## src/rtl/fp16_pkg.sv

```systemverilog
// Shared binary16 field widths, special constants and the packed float view.
package fp16_pkg;

    localparam int unsigned EXP_WIDTH = 5;
    localparam int unsigned MAN_WIDTH = 10;
    localparam int unsigned EXP_BIAS  = 15;

    localparam logic [15:0] FP16_QNAN = 16'h7E00;
    localparam logic [15:0] FP16_PINF = 16'h7C00;
    localparam logic [15:0] FP16_NINF = 16'hFC00;

    typedef struct packed {
        logic                 sign;
        logic [EXP_WIDTH-1:0] exp;
        logic [MAN_WIDTH-1:0] frac;
    } fp16_t;

endpackage

```

## src/rtl/fp16_lzc.sv

```systemverilog
// 15-bit leading-zero counter; an all-zero input reports 15.
module fp16_lzc (
    input  logic [14:0] data_i,
    output logic [3:0]  count_o
);

    // Scanning upward lets the highest set bit win.
    always_comb begin
        count_o = 4'd15;
        for (int i = 0; i < 15; i++) begin
            if (data_i[i]) begin
                count_o = 4'(14 - i);
            end
        end
    end

endmodule

```

## src/rtl/fp16_add_unit.sv

```systemverilog
// Single-cycle binary16 adder: combinational datapath into one output register.
// Define FP16_ADD_SUBNORMAL_EN for gradual underflow; otherwise subnormals flush to zero.
module fp16_add_unit
    import fp16_pkg::*;
#(
    parameter int unsigned DATA_WIDTH = 16
) (
    input  logic                  clk,
    input  logic                  rst,
    input  logic                  s_axis_a_tvalid,
    input  logic [DATA_WIDTH-1:0] s_axis_a_tdata,
    input  logic                  s_axis_b_tvalid,
    input  logic [DATA_WIDTH-1:0] s_axis_b_tdata,
    output logic                  m_axis_result_tvalid,
    output logic [DATA_WIDTH-1:0] m_axis_result_tdata
);

    fp16_t op_a, op_b;
    assign op_a = fp16_t'(s_axis_a_tdata);
    assign op_b = fp16_t'(s_axis_b_tdata);

    logic              nan_a, nan_b, inf_a, inf_b;
    logic [4:0]        exp_a, exp_b, exp_l, exp_s, diff_raw, diff;
    logic [10:0]       sig_a, sig_b, sig_l, sig_s;
    logic              sign_l, sign_s, swap;
    logic [27:0]       align_ext;
    logic [13:0]       large_al, small_al;
    logic [14:0]       sum, norm;
    logic [3:0]        lz, shift;
    logic signed [6:0] exp_norm, exp_final;
    logic              round_up;
    logic [11:0]       mant;
    logic [15:0]       result;

    assign nan_a = (op_a.exp == 5'd31) && (op_a.frac != '0);
    assign nan_b = (op_b.exp == 5'd31) && (op_b.frac != '0);
    assign inf_a = (op_a.exp == 5'd31) && (op_a.frac == '0);
    assign inf_b = (op_b.exp == 5'd31) && (op_b.frac == '0);

    always_comb begin
`ifdef FP16_ADD_SUBNORMAL_EN
        exp_a = (op_a.exp == '0) ? 5'd1 : op_a.exp;
        exp_b = (op_b.exp == '0) ? 5'd1 : op_b.exp;
        sig_a = {op_a.exp != '0, op_a.frac};
        sig_b = {op_b.exp != '0, op_b.frac};
`else
        exp_a = op_a.exp;
        exp_b = op_b.exp;
        sig_a = (op_a.exp == '0) ? 11'd0 : {1'b1, op_a.frac};
        sig_b = (op_b.exp == '0) ? 11'd0 : {1'b1, op_b.frac};
`endif
        swap   = {exp_b, sig_b} > {exp_a, sig_a};
        exp_l  = swap ? exp_b : exp_a;
        exp_s  = swap ? exp_a : exp_b;
        sig_l  = swap ? sig_b : sig_a;
        sig_s  = swap ? sig_a : sig_b;
        sign_l = swap ? op_b.sign : op_a.sign;
        sign_s = swap ? op_a.sign : op_b.sign;

        diff_raw  = exp_l - exp_s;
        diff      = (diff_raw > 5'd14) ? 5'd14 : diff_raw;
        // Low 14 bits of the extended value are everything shifted past the round bit.
        align_ext = {sig_s, 3'b000, 14'd0} >> diff;
        small_al  = {align_ext[27:15], align_ext[14] | (|align_ext[13:0])};
        large_al  = {sig_l, 3'b000};

        sum = (sign_l ^ sign_s) ? ({1'b0, large_al} - {1'b0, small_al})
                                : ({1'b0, large_al} + {1'b0, small_al});
    end

    fp16_lzc u_lzc (
        .data_i  (sum),
        .count_o (lz)
    );

    always_comb begin
`ifdef FP16_ADD_SUBNORMAL_EN
        // Stop normalising at exponent 1 so tiny results land as subnormals.
        shift = ({1'b0, lz} > exp_l) ? exp_l[3:0] : lz;
`else
        shift = lz;
`endif
        norm     = sum << shift;
        exp_norm = $signed({2'b00, exp_l}) + 7'sd1 - $signed({3'b000, shift});
        round_up = norm[3] & ((|norm[2:0]) | norm[4]);
        mant     = {1'b0, norm[14:4]} + {11'd0, round_up};
        // Bit 10 clear means the value stayed subnormal; bit 11 is a rounding carry.
        exp_final = mant[11] ? (exp_norm + 7'sd1) : (mant[10] ? exp_norm : 7'sd0);

        if (nan_a || nan_b) begin
            result = FP16_QNAN;
        end else if (inf_a && inf_b && (op_a.sign != op_b.sign)) begin
            result = FP16_QNAN;
        end else if (inf_a) begin
            result = s_axis_a_tdata;
        end else if (inf_b) begin
            result = s_axis_b_tdata;
        end else if (sum == '0) begin
            result = {op_a.sign & op_b.sign, 15'd0};
        end else if (exp_final >= 7'sd31) begin
            result = sign_l ? FP16_NINF : FP16_PINF;
`ifndef FP16_ADD_SUBNORMAL_EN
        end else if (exp_final <= 7'sd0) begin
            result = {sign_l, 15'd0};
`endif
        end else begin
            result = {sign_l, exp_final[4:0], mant[9:0]};
        end
    end

    logic                  valid_d, valid_q;
    logic [DATA_WIDTH-1:0] data_d, data_q;

    always_comb begin
        valid_d = s_axis_a_tvalid & s_axis_b_tvalid;
        data_d  = valid_d ? result : data_q;
    end

    always_ff @(posedge clk or posedge rst) begin
        if (rst) begin
            valid_q <= 1'b0;
            data_q  <= '0;
        end else begin
            valid_q <= valid_d;
            data_q  <= data_d;
        end
    end

    assign m_axis_result_tvalid = valid_q;
    assign m_axis_result_tdata  = data_q;

endmodule

```

## config.mk

```make
export PLATFORM = sky130hd
export DESIGN_NAME = fp16_add_unit
export DESIGN_NICKNAME = d
export VERILOG_FILES = /design/src/rtl/fp16_pkg.sv /design/src/rtl/fp16_lzc.sv /design/src/rtl/fp16_add_unit.sv
export SDC_FILE = /design/constraint.sdc
export NUM_CORES = 1
export LEC_CHECK = 0
export ABC_AREA = 1
export BUFFER_PORTS_ARGS = -buffer_cell sky130_fd_sc_hd__buf_4
export CAP_MARGIN = 20
export CORE_ASPECT_RATIO = 0.6
export CORE_MARGIN = 1.5
export CORE_UTILIZATION = 40
export DETAILED_ROUTE_END_ITERATION = 7
export SLEW_MARGIN = 20
export SYNTH_ARGS = -nofsm -noshare
export SYNTH_HDL_FRONTEND = slang
export SYNTH_SLANG_ARGS = --single-unit
```

## constraint.sdc

```tcl
create_clock -name clk -period 1.1 [get_ports clk]
set_input_delay 0.22 -clock clk [delete_from_list [all_inputs] [get_ports clk]]
set_output_delay 0.22 -clock clk [all_outputs]
set_load 0.01 [all_outputs]
```

; ---- Yosys cells after proc, flatten, opt, wreduce, memory -nomap -nowiden
; Index checks and enable logic that the tools add are counted.
[classes]
n_addsub = 7
n_lt_le_gt_ge = 4
n_eq_ne = 3
shifts = 2
mux = 35
bitwise = 6
n_reduce_logical = 16
[op_table]
columns = op, count
row1 = two-way mux 16 bit, 7
row2 = two-way mux 11 bit, 4
row3 = two-way mux 4 bit, 8
row4 = two-way mux 15 bit, 2
row5 = right shift 28 x 5 -> 28 bit, 1
row6 = logical NOT 10 bit, 2
row7 = nonzero test 10 bit, 2
row8 = greater-than comparator 16 bit, 1
row9 = adder 14 x 14 -> 15 bit, 1
row10 = logical NOT 15 bit, 1
row11 = two-way mux 5 bit, 3
row12 = left shift 15 x 4 -> 15 bit, 1
row13 = subtractor 14 x 14 -> 15 bit, 1
row14 = two-way mux 7 bit, 2
row15 = OR reduction 14 bit, 1
row16 = adder 11 x 1 -> 12 bit, 1
row17 = two-way mux 3 bit, 4
row18 = "== test 5 bit, second input constant", 2
row19 = logical NOT 5 bit, 2
row20 = "adder 7 x 2 -> 7 bit, second input constant", 1
row21 = "greater-or-equal comparator 7 x 6 -> 1 bit, second input constant", 1
row22 = "less-or-equal comparator 7 x 1 -> 1 bit, second input constant", 1
row23 = subtractor 6 x 4 -> 7 bit, 1
row24 = "adder 5 x 1 -> 6 bit, second input constant", 1
row25 = 11 further kinds, 22
[word_totals]
ff_bits = 17
input_bits = 36
out_inout_bits = 17
elab_cells = 75

; ---- Longest topological paths before layout
[logic_depth]
ltp_word = 42
depth_mapped = 74
depth_no_buf = 72

; ---- By module
; From an unflattened synthesis, not the netlist that was laid out.
[hier_totals]
hier_cells = 1048
area_unflattened_um2 = 5806.8
[modules_own_cells]
columns = module, n_inst, cells_each, area_per_inst_um2, seq_area_each_um2
row1 = fp16_add_unit, 1, 1007, 5625.4, 425.4
row2 = fp16_lzc, 1, 41, 181.4, 0.0

; ---- Worst setup path after synthesis
; Ideal clock, no wire load.
[synth_path]
kind = input -> register
start = input port s_axis_a_tdata[14]
end = register data_q[0] (netlist: m_axis_result_tdata[0])
setup_time_ns = 0.119
t_arrival_ns = 7.822
required_time_ns = 0.981
path_slack_ns = -6.841
stages = 60
n_path_buf = 3
cell_sequence = inv_1 > nand4_1 > clkbuf_1 > nand2_1 > ha_1 > nand2_1 > nor2_1 > nand2_1 > nand2_1 > nand2_1 > nand2_2 > nand2_4 > nand2_1 > nand3_1 > ha_1 > inv_1 > nand2_1 > nand2_1 > [24 not listed] > nand2_1 > a21oi_4 > inv_4 > buf_2 > ha_1 > fa_1 > xor2_1 > and2_1 > nand2_1 > xor2_1 > inv_1 > nor2_2 > a21oi_2 > nand3_1 > a21oi_4 > nor2_1 > nand3_1 > nand2_1
[synth_between]
elab_chain_len = 42
elab_cells_between_ends = 60
cone_classes = add/sub: 7 / order compare: 4 / eq/ne: 1 / shift: 2 / mux: 33 / bitwise: 4 / reduce/logical: 9
[synth_lines]
columns = item, line_no
row1 = from (decl), fp16_add_unit.sv:11  ; input logic [DATA_WIDTH-1:0] s_axis_a_tdata,
row2 = logical NOT 5 bit, fp16_add_unit.sv:49  ; sig_a = (op_a.exp == '0) ? 11'd0 : {1'b1, op_a.frac};
row3 = two-way mux 11 bit, fp16_add_unit.sv:49
row4 = greater-than comparator 16 bit, fp16_add_unit.sv:52  ; swap = {exp_b, sig_b} > {exp_a, sig_a};
row5 = "two-way mux 5 bit, on equally long branches", "fp16_add_unit.sv:53, fp16_add_unit.sv:54"
row6 = subtractor 5 bit, fp16_add_unit.sv:60  ; diff_raw = exp_l - exp_s;
row7 = greater-than comparator 5 x 4 -> 1 bit, fp16_add_unit.sv:61  ; diff = (diff_raw > 5'd14) ? 5'd14 : diff_raw;
row8 = two-way mux 5 bit, fp16_add_unit.sv:61
row9 = right shift 28 x 5 -> 28 bit, fp16_add_unit.sv:63  ; align_ext = {sig_s, 3'b000, 14'd0} >> diff;
row10 = [26 not listed], -
row11 = less-or-equal comparator 7 x 1 -> 1 bit, fp16_add_unit.sv:103  ; end else if (exp_final <= 7'sd0) begin
row12 = two-way mux 15 bit, fp16_add_unit.sv:103
row13 = two-way mux 16 bit, fp16_add_unit.sv:100  ; end else if (exp_final >= 7'sd31) begin
row14 = two-way mux 16 bit, fp16_add_unit.sv:98  ; end else if (sum == '0) begin
row15 = two-way mux 16 bit, fp16_add_unit.sv:96  ; end else if (inf_b) begin
row16 = two-way mux 16 bit, fp16_add_unit.sv:94  ; end else if (inf_a) begin
row17 = two-way mux 16 bit, fp16_add_unit.sv:92  ; end else if (inf_a && inf_b && (op_a.sign != op_b.sign)) begin
row18 = two-way mux 16 bit *, fp16_add_unit.sv:90  ; if (nan_a || nan_b) begin
row19 = to (signal assigned), fp16_add_unit.sv:125  ; data_q <= data_d;
row20 = to (decl), fp16_add_unit.sv:112  ; logic [DATA_WIDTH-1:0] data_d, data_q;
; Every way passes the cells marked *; elsewhere a longest branch is shown, timed or not.
; A chain may end at the register's enable or synchronous reset.

; ---- Worst setup path in the final report
[layout_path]
start = input port s_axis_b_tdata[11]
end = register data_q[4] (netlist: m_axis_result_tdata[4])
[layout_between]
elab_chain_len = 42
elab_cells_between_ends = 60
cone_classes = add/sub: 7 / order compare: 4 / eq/ne: 1 / shift: 2 / mux: 33 / bitwise: 4 / reduce/logical: 9
[layout_lines]
columns = item, line_no
row1 = from (decl), fp16_add_unit.sv:13  ; input logic [DATA_WIDTH-1:0] s_axis_b_tdata,
row2 = logical NOT 5 bit, fp16_add_unit.sv:50  ; sig_b = (op_b.exp == '0) ? 11'd0 : {1'b1, op_b.frac};
row3 = two-way mux 11 bit, fp16_add_unit.sv:50
row4 = greater-than comparator 16 bit, fp16_add_unit.sv:52
row5 = "two-way mux 5 bit, on equally long branches", "fp16_add_unit.sv:53, fp16_add_unit.sv:54"
row6 = subtractor 5 bit, fp16_add_unit.sv:60
row7 = greater-than comparator 5 x 4 -> 1 bit, fp16_add_unit.sv:61
row8 = two-way mux 5 bit, fp16_add_unit.sv:61
row9 = right shift 28 x 5 -> 28 bit, fp16_add_unit.sv:63
row10 = [26 not listed], -
row11 = less-or-equal comparator 7 x 1 -> 1 bit, fp16_add_unit.sv:103
row12 = two-way mux 15 bit, fp16_add_unit.sv:103
row13 = two-way mux 16 bit, fp16_add_unit.sv:100
row14 = two-way mux 16 bit, fp16_add_unit.sv:98
row15 = two-way mux 16 bit, fp16_add_unit.sv:96
row16 = two-way mux 16 bit, fp16_add_unit.sv:94
row17 = two-way mux 16 bit, fp16_add_unit.sv:92
row18 = two-way mux 16 bit *, fp16_add_unit.sv:90
; Marked as above.

==> flow_summary.json <==
{
  "synth.largest_area_cell": "nand2_1",
  "synth_fp_nets": 1077,
  "crit_path_start": "s_axis_b_tdata[11]",
  "core_um2": 13100,
  "relSlewSlack": 0.543,
  "via_per_inst": 5.14,
  "p_per_area_nw_per_um2": 2150,
  "fin_area_um2": 9040,
  "die_area_um2": 14500,
  "io_buffers": 52,
  "final_nets": 1399,
  "power_switching_w": 0.00999,
  "dr.pass1.iters": 5,
  "antenna_found_initial": 0,
  "synth_compound_area_frac": 0.138,
  "holdCritPathClass": "in2reg",
  "clockBufferDepth": 2,
  "endpoint_kind": "flip-flop",
  "synth.area.mux_share": 0,
  "register_area_um2": 425,
  "drtIter0Drc": 667,
  "hold_viol_final": 0,
  "synth_edf_count": 0,
  "clkTransAtPathRegs_ns": 0.05,
  "fin_hold_ws_ns": 0.453,
  "pwr-share-seq": 0.052,
  "place_area_um2": 8200,
  "fin_skew_ns": 0,
  "detail-route-antenna-nets": 0,
  "arrival_ns": 8.10,
  "ys_types": 49,
  "synth_top_area_share": 0.210,
  "status": "finished, violations left",
  "failed_checks": "negative setup slack",
  "yosysWarnings": 0,
  "synth-xor-area-share": 0.0295,
  "intPower_w": 0.00947,
  "power_frac_clock": 0.039,
  "combinationalPowerShare": 0.909,
  "rows": 32,
  "ys_seq_area_frac": 0.0772,
  "finalPower_w": 0.0195,
  "synthCells": 988,
  "grt_pass1_wl_mm": 33.7,
  "setup_slack_ns": -6.82,
  "crit_fanout": 10,
  "fmax_ghz": 0.126,
  "slowest_delay_ns": 0.42,
  "crit_top_cell": "nand2_2",
  "multi_input_area_um2": 5060,
  "hold_start": "s_axis_b_tdata[15]",
  "avgSynthCellArea_um2": 5.58,
  "wirelength_mm": 21.0,
  "required_ns": 1.28,
  "cts_sinks": 17,
  "die_y_um": 93.9,
  "synth.most_common_cell": "nand2_1",
  "tightestPinTransition_ns": 0.679,
  "wl_per_cell_um": 14.2,
  "reg2reg_from": "m_axis_result_tdata[11]$_DFFE_PP0P_",
  "synthTopCellsByCount": "nand2_1, nand3_1, inv_1",
  "startpoint_type": "primary input",
  "cts_root_buf": "clkbuf_16",
  "cts-buffers-inserted": 3,
  "fillers": 1146,
  "vias": 7604,
  "htreeDepth": 1,
  "die_w_um": 155,
  "dp_cells": 1450,
  "synth_flop_cell": "dfrtp_1",
  "grt_pass1_vias": 6807,
  "worstSkewPairLatency_ns": 0.25,
  "synth_fa_ha_area_frac": 0.123,
  "ys_top_cells_by_area": "nand2_1, nand3_1, ha_1",
  "crit_slowest_cell": "fa_2",
  "tritoncts": "yes",
  "finalSetupViolCount": 16,
  "syn-cell-area_um2": 5510,
  "routabilityCongestion": 0.969,
  "synth-async-reset-ratio": 1.00,
  "synth_top_family_by_area": "simple AND/OR/NAND/NOR gates",
  "final-max-slew-violation-count": 0,
  "max_cap_violations": 0,
  "post-route-period-util": 7.20,
  "grt_max_degree": 19,
  "area_growth_pct": 64.0,
  "drc": 0,
  "path_class": "in2reg",
  "ys_seq_elements": 17,
  "finalNonFillerCells": 1480,
  "switching_share": 0.513,
  "start_util": 0.420,
  "grt_overflow": 0,
  "synthSimpleGateAreaFrac": 0.505,
  "grt_usage": 0.287,
  "final.min_clock_period_ns": 7.92,
  "final_layout_size_suffix_gt1_frac": 0.416,
  "cellLeakagePower_nw": 4.90,
  "peakVddDrop_mv": 1.10,
  "design.portCount": 53,
  "rsz0062_at_grt": "yes",
  "dpl.hpwl_mm": 17.2
}
[cell families after synthesis]
logic type                 after synthesis
xor gates and xnor gates                16
buffers and inverters                  169
and+or+nand+nor                        616
adders and majority gates               53
DFF                                     17
AOI/OAI and AO/OA                      117
[flip-flops by register name, indices dropped and copies added (netlist names)]
register,cells
m_axis_result_tdata,16
m_axis_result_tvalid,1
[power groups by stage]
stage                     logic, W  registers, W  clock network (W)
final                       0.0177       0.00102           0.000750
after global routing        0.0194       0.00105           0.000799
after CTS                   0.0160       0.00101           0.000766
after detailed placement    0.0156       0.00102                  0
after global placement      0.0156       0.00101                  0
after floorplan            0.00909       0.00112                  0
[worst max-delay path: cells and delay by family]
family / cells / cell delay (ns)
buffers and inverters: 12 / 1.10
AOI/OAI and AO/OA: 16 / 2.32
and+or+nand+nor: 28 / 2.78
xor gates and xnor gates: 2 / 0.29
adders and majority gates: 5 / 1.36
[final timing paths]
path                                                  endpoint  slack (ns)  depth (start not counted)
setup / recovery            m_axis_result_tdata[4]$_DFFE_PP0P_       -6.82                         63
max in group asynchronous   m_axis_result_tdata[4]$_DFFE_PP0P_        0.31                          4
setup reg to reg           m_axis_result_tdata[11]$_DFFE_PP0P_        0.22                          3
min in group asynchronous  m_axis_result_tdata[13]$_DFFE_PP0P_        0.59                          4
hold reg to reg             m_axis_result_tdata[7]$_DFFE_PP0P_        0.48                          2
hold / removal             m_axis_result_tdata[15]$_DFFE_PP0P_        0.45                          5
[metrics by stage]
stage | util | setup TNS (ns) | setup slack [ns]
2_1_floorplan | - | -98.33 | -6.29
3_3_place_gp | 0.625 | -111.68 | -7.10
5_1_grt | 0.688 | -115.08 | -7.30
4_1_cts | 0.640 | -105.07 | -6.69
3_5_place_dp | 0.625 | -112.39 | -7.16
6_report | 0.688 | -107.52 | -6.82
[layout make-up]
cell class                      count  share of cell area
Multi-Input combinational cell    802               0.560
Timing Repair Buffer              346               0.301
Clock buffer                        4             0.00872
Antenna cell                        1            0.000277
Tap cell                          170              0.0235
Inverter                          140              0.0592
Sequential cell                    17              0.0471
[placed cells by master (no fill, tap or decap), drive strengths merged, types with 2 or more instances in the layout]
master and n:
buf 343, nand2 325, nand3 166, inv 138
nor2 77, ha 51, o21ai 51, a21oi 40
nand4 28, dfrtp 17, xor2 12, nor3 8
clkbuf 6, or2 4, o22ai 4, o31ai 4
xnor2 4, nand3b 3, o211ai 3, nor4 3
o21bai 3, a31oi 3, clkinv 2, o21a 2
and2 2, fa 2, a2111oi 2, a21boi 2
[repair_timing]
action | in CTS | in global routing
hold endpoints to repair | 17 | 0
gates resized for setup | 19 | 101
cloned | 0 | 2
setup endpoints to repair | 16 | 16
pin swaps | 7 | 85
buffers inserted | 3 | 19
hold buffers | 1 | 0
[routing by layer]
layer  part of all wire  GRT usage  up-vias
met3               0.11     0.0923        8
met5                  0          0        -
met4             0.0024     0.0104        0
li1                   -          -     3877
met2               0.37      0.372      271
met1               0.51      0.460     3448
(Power assumes the default switching activity.)
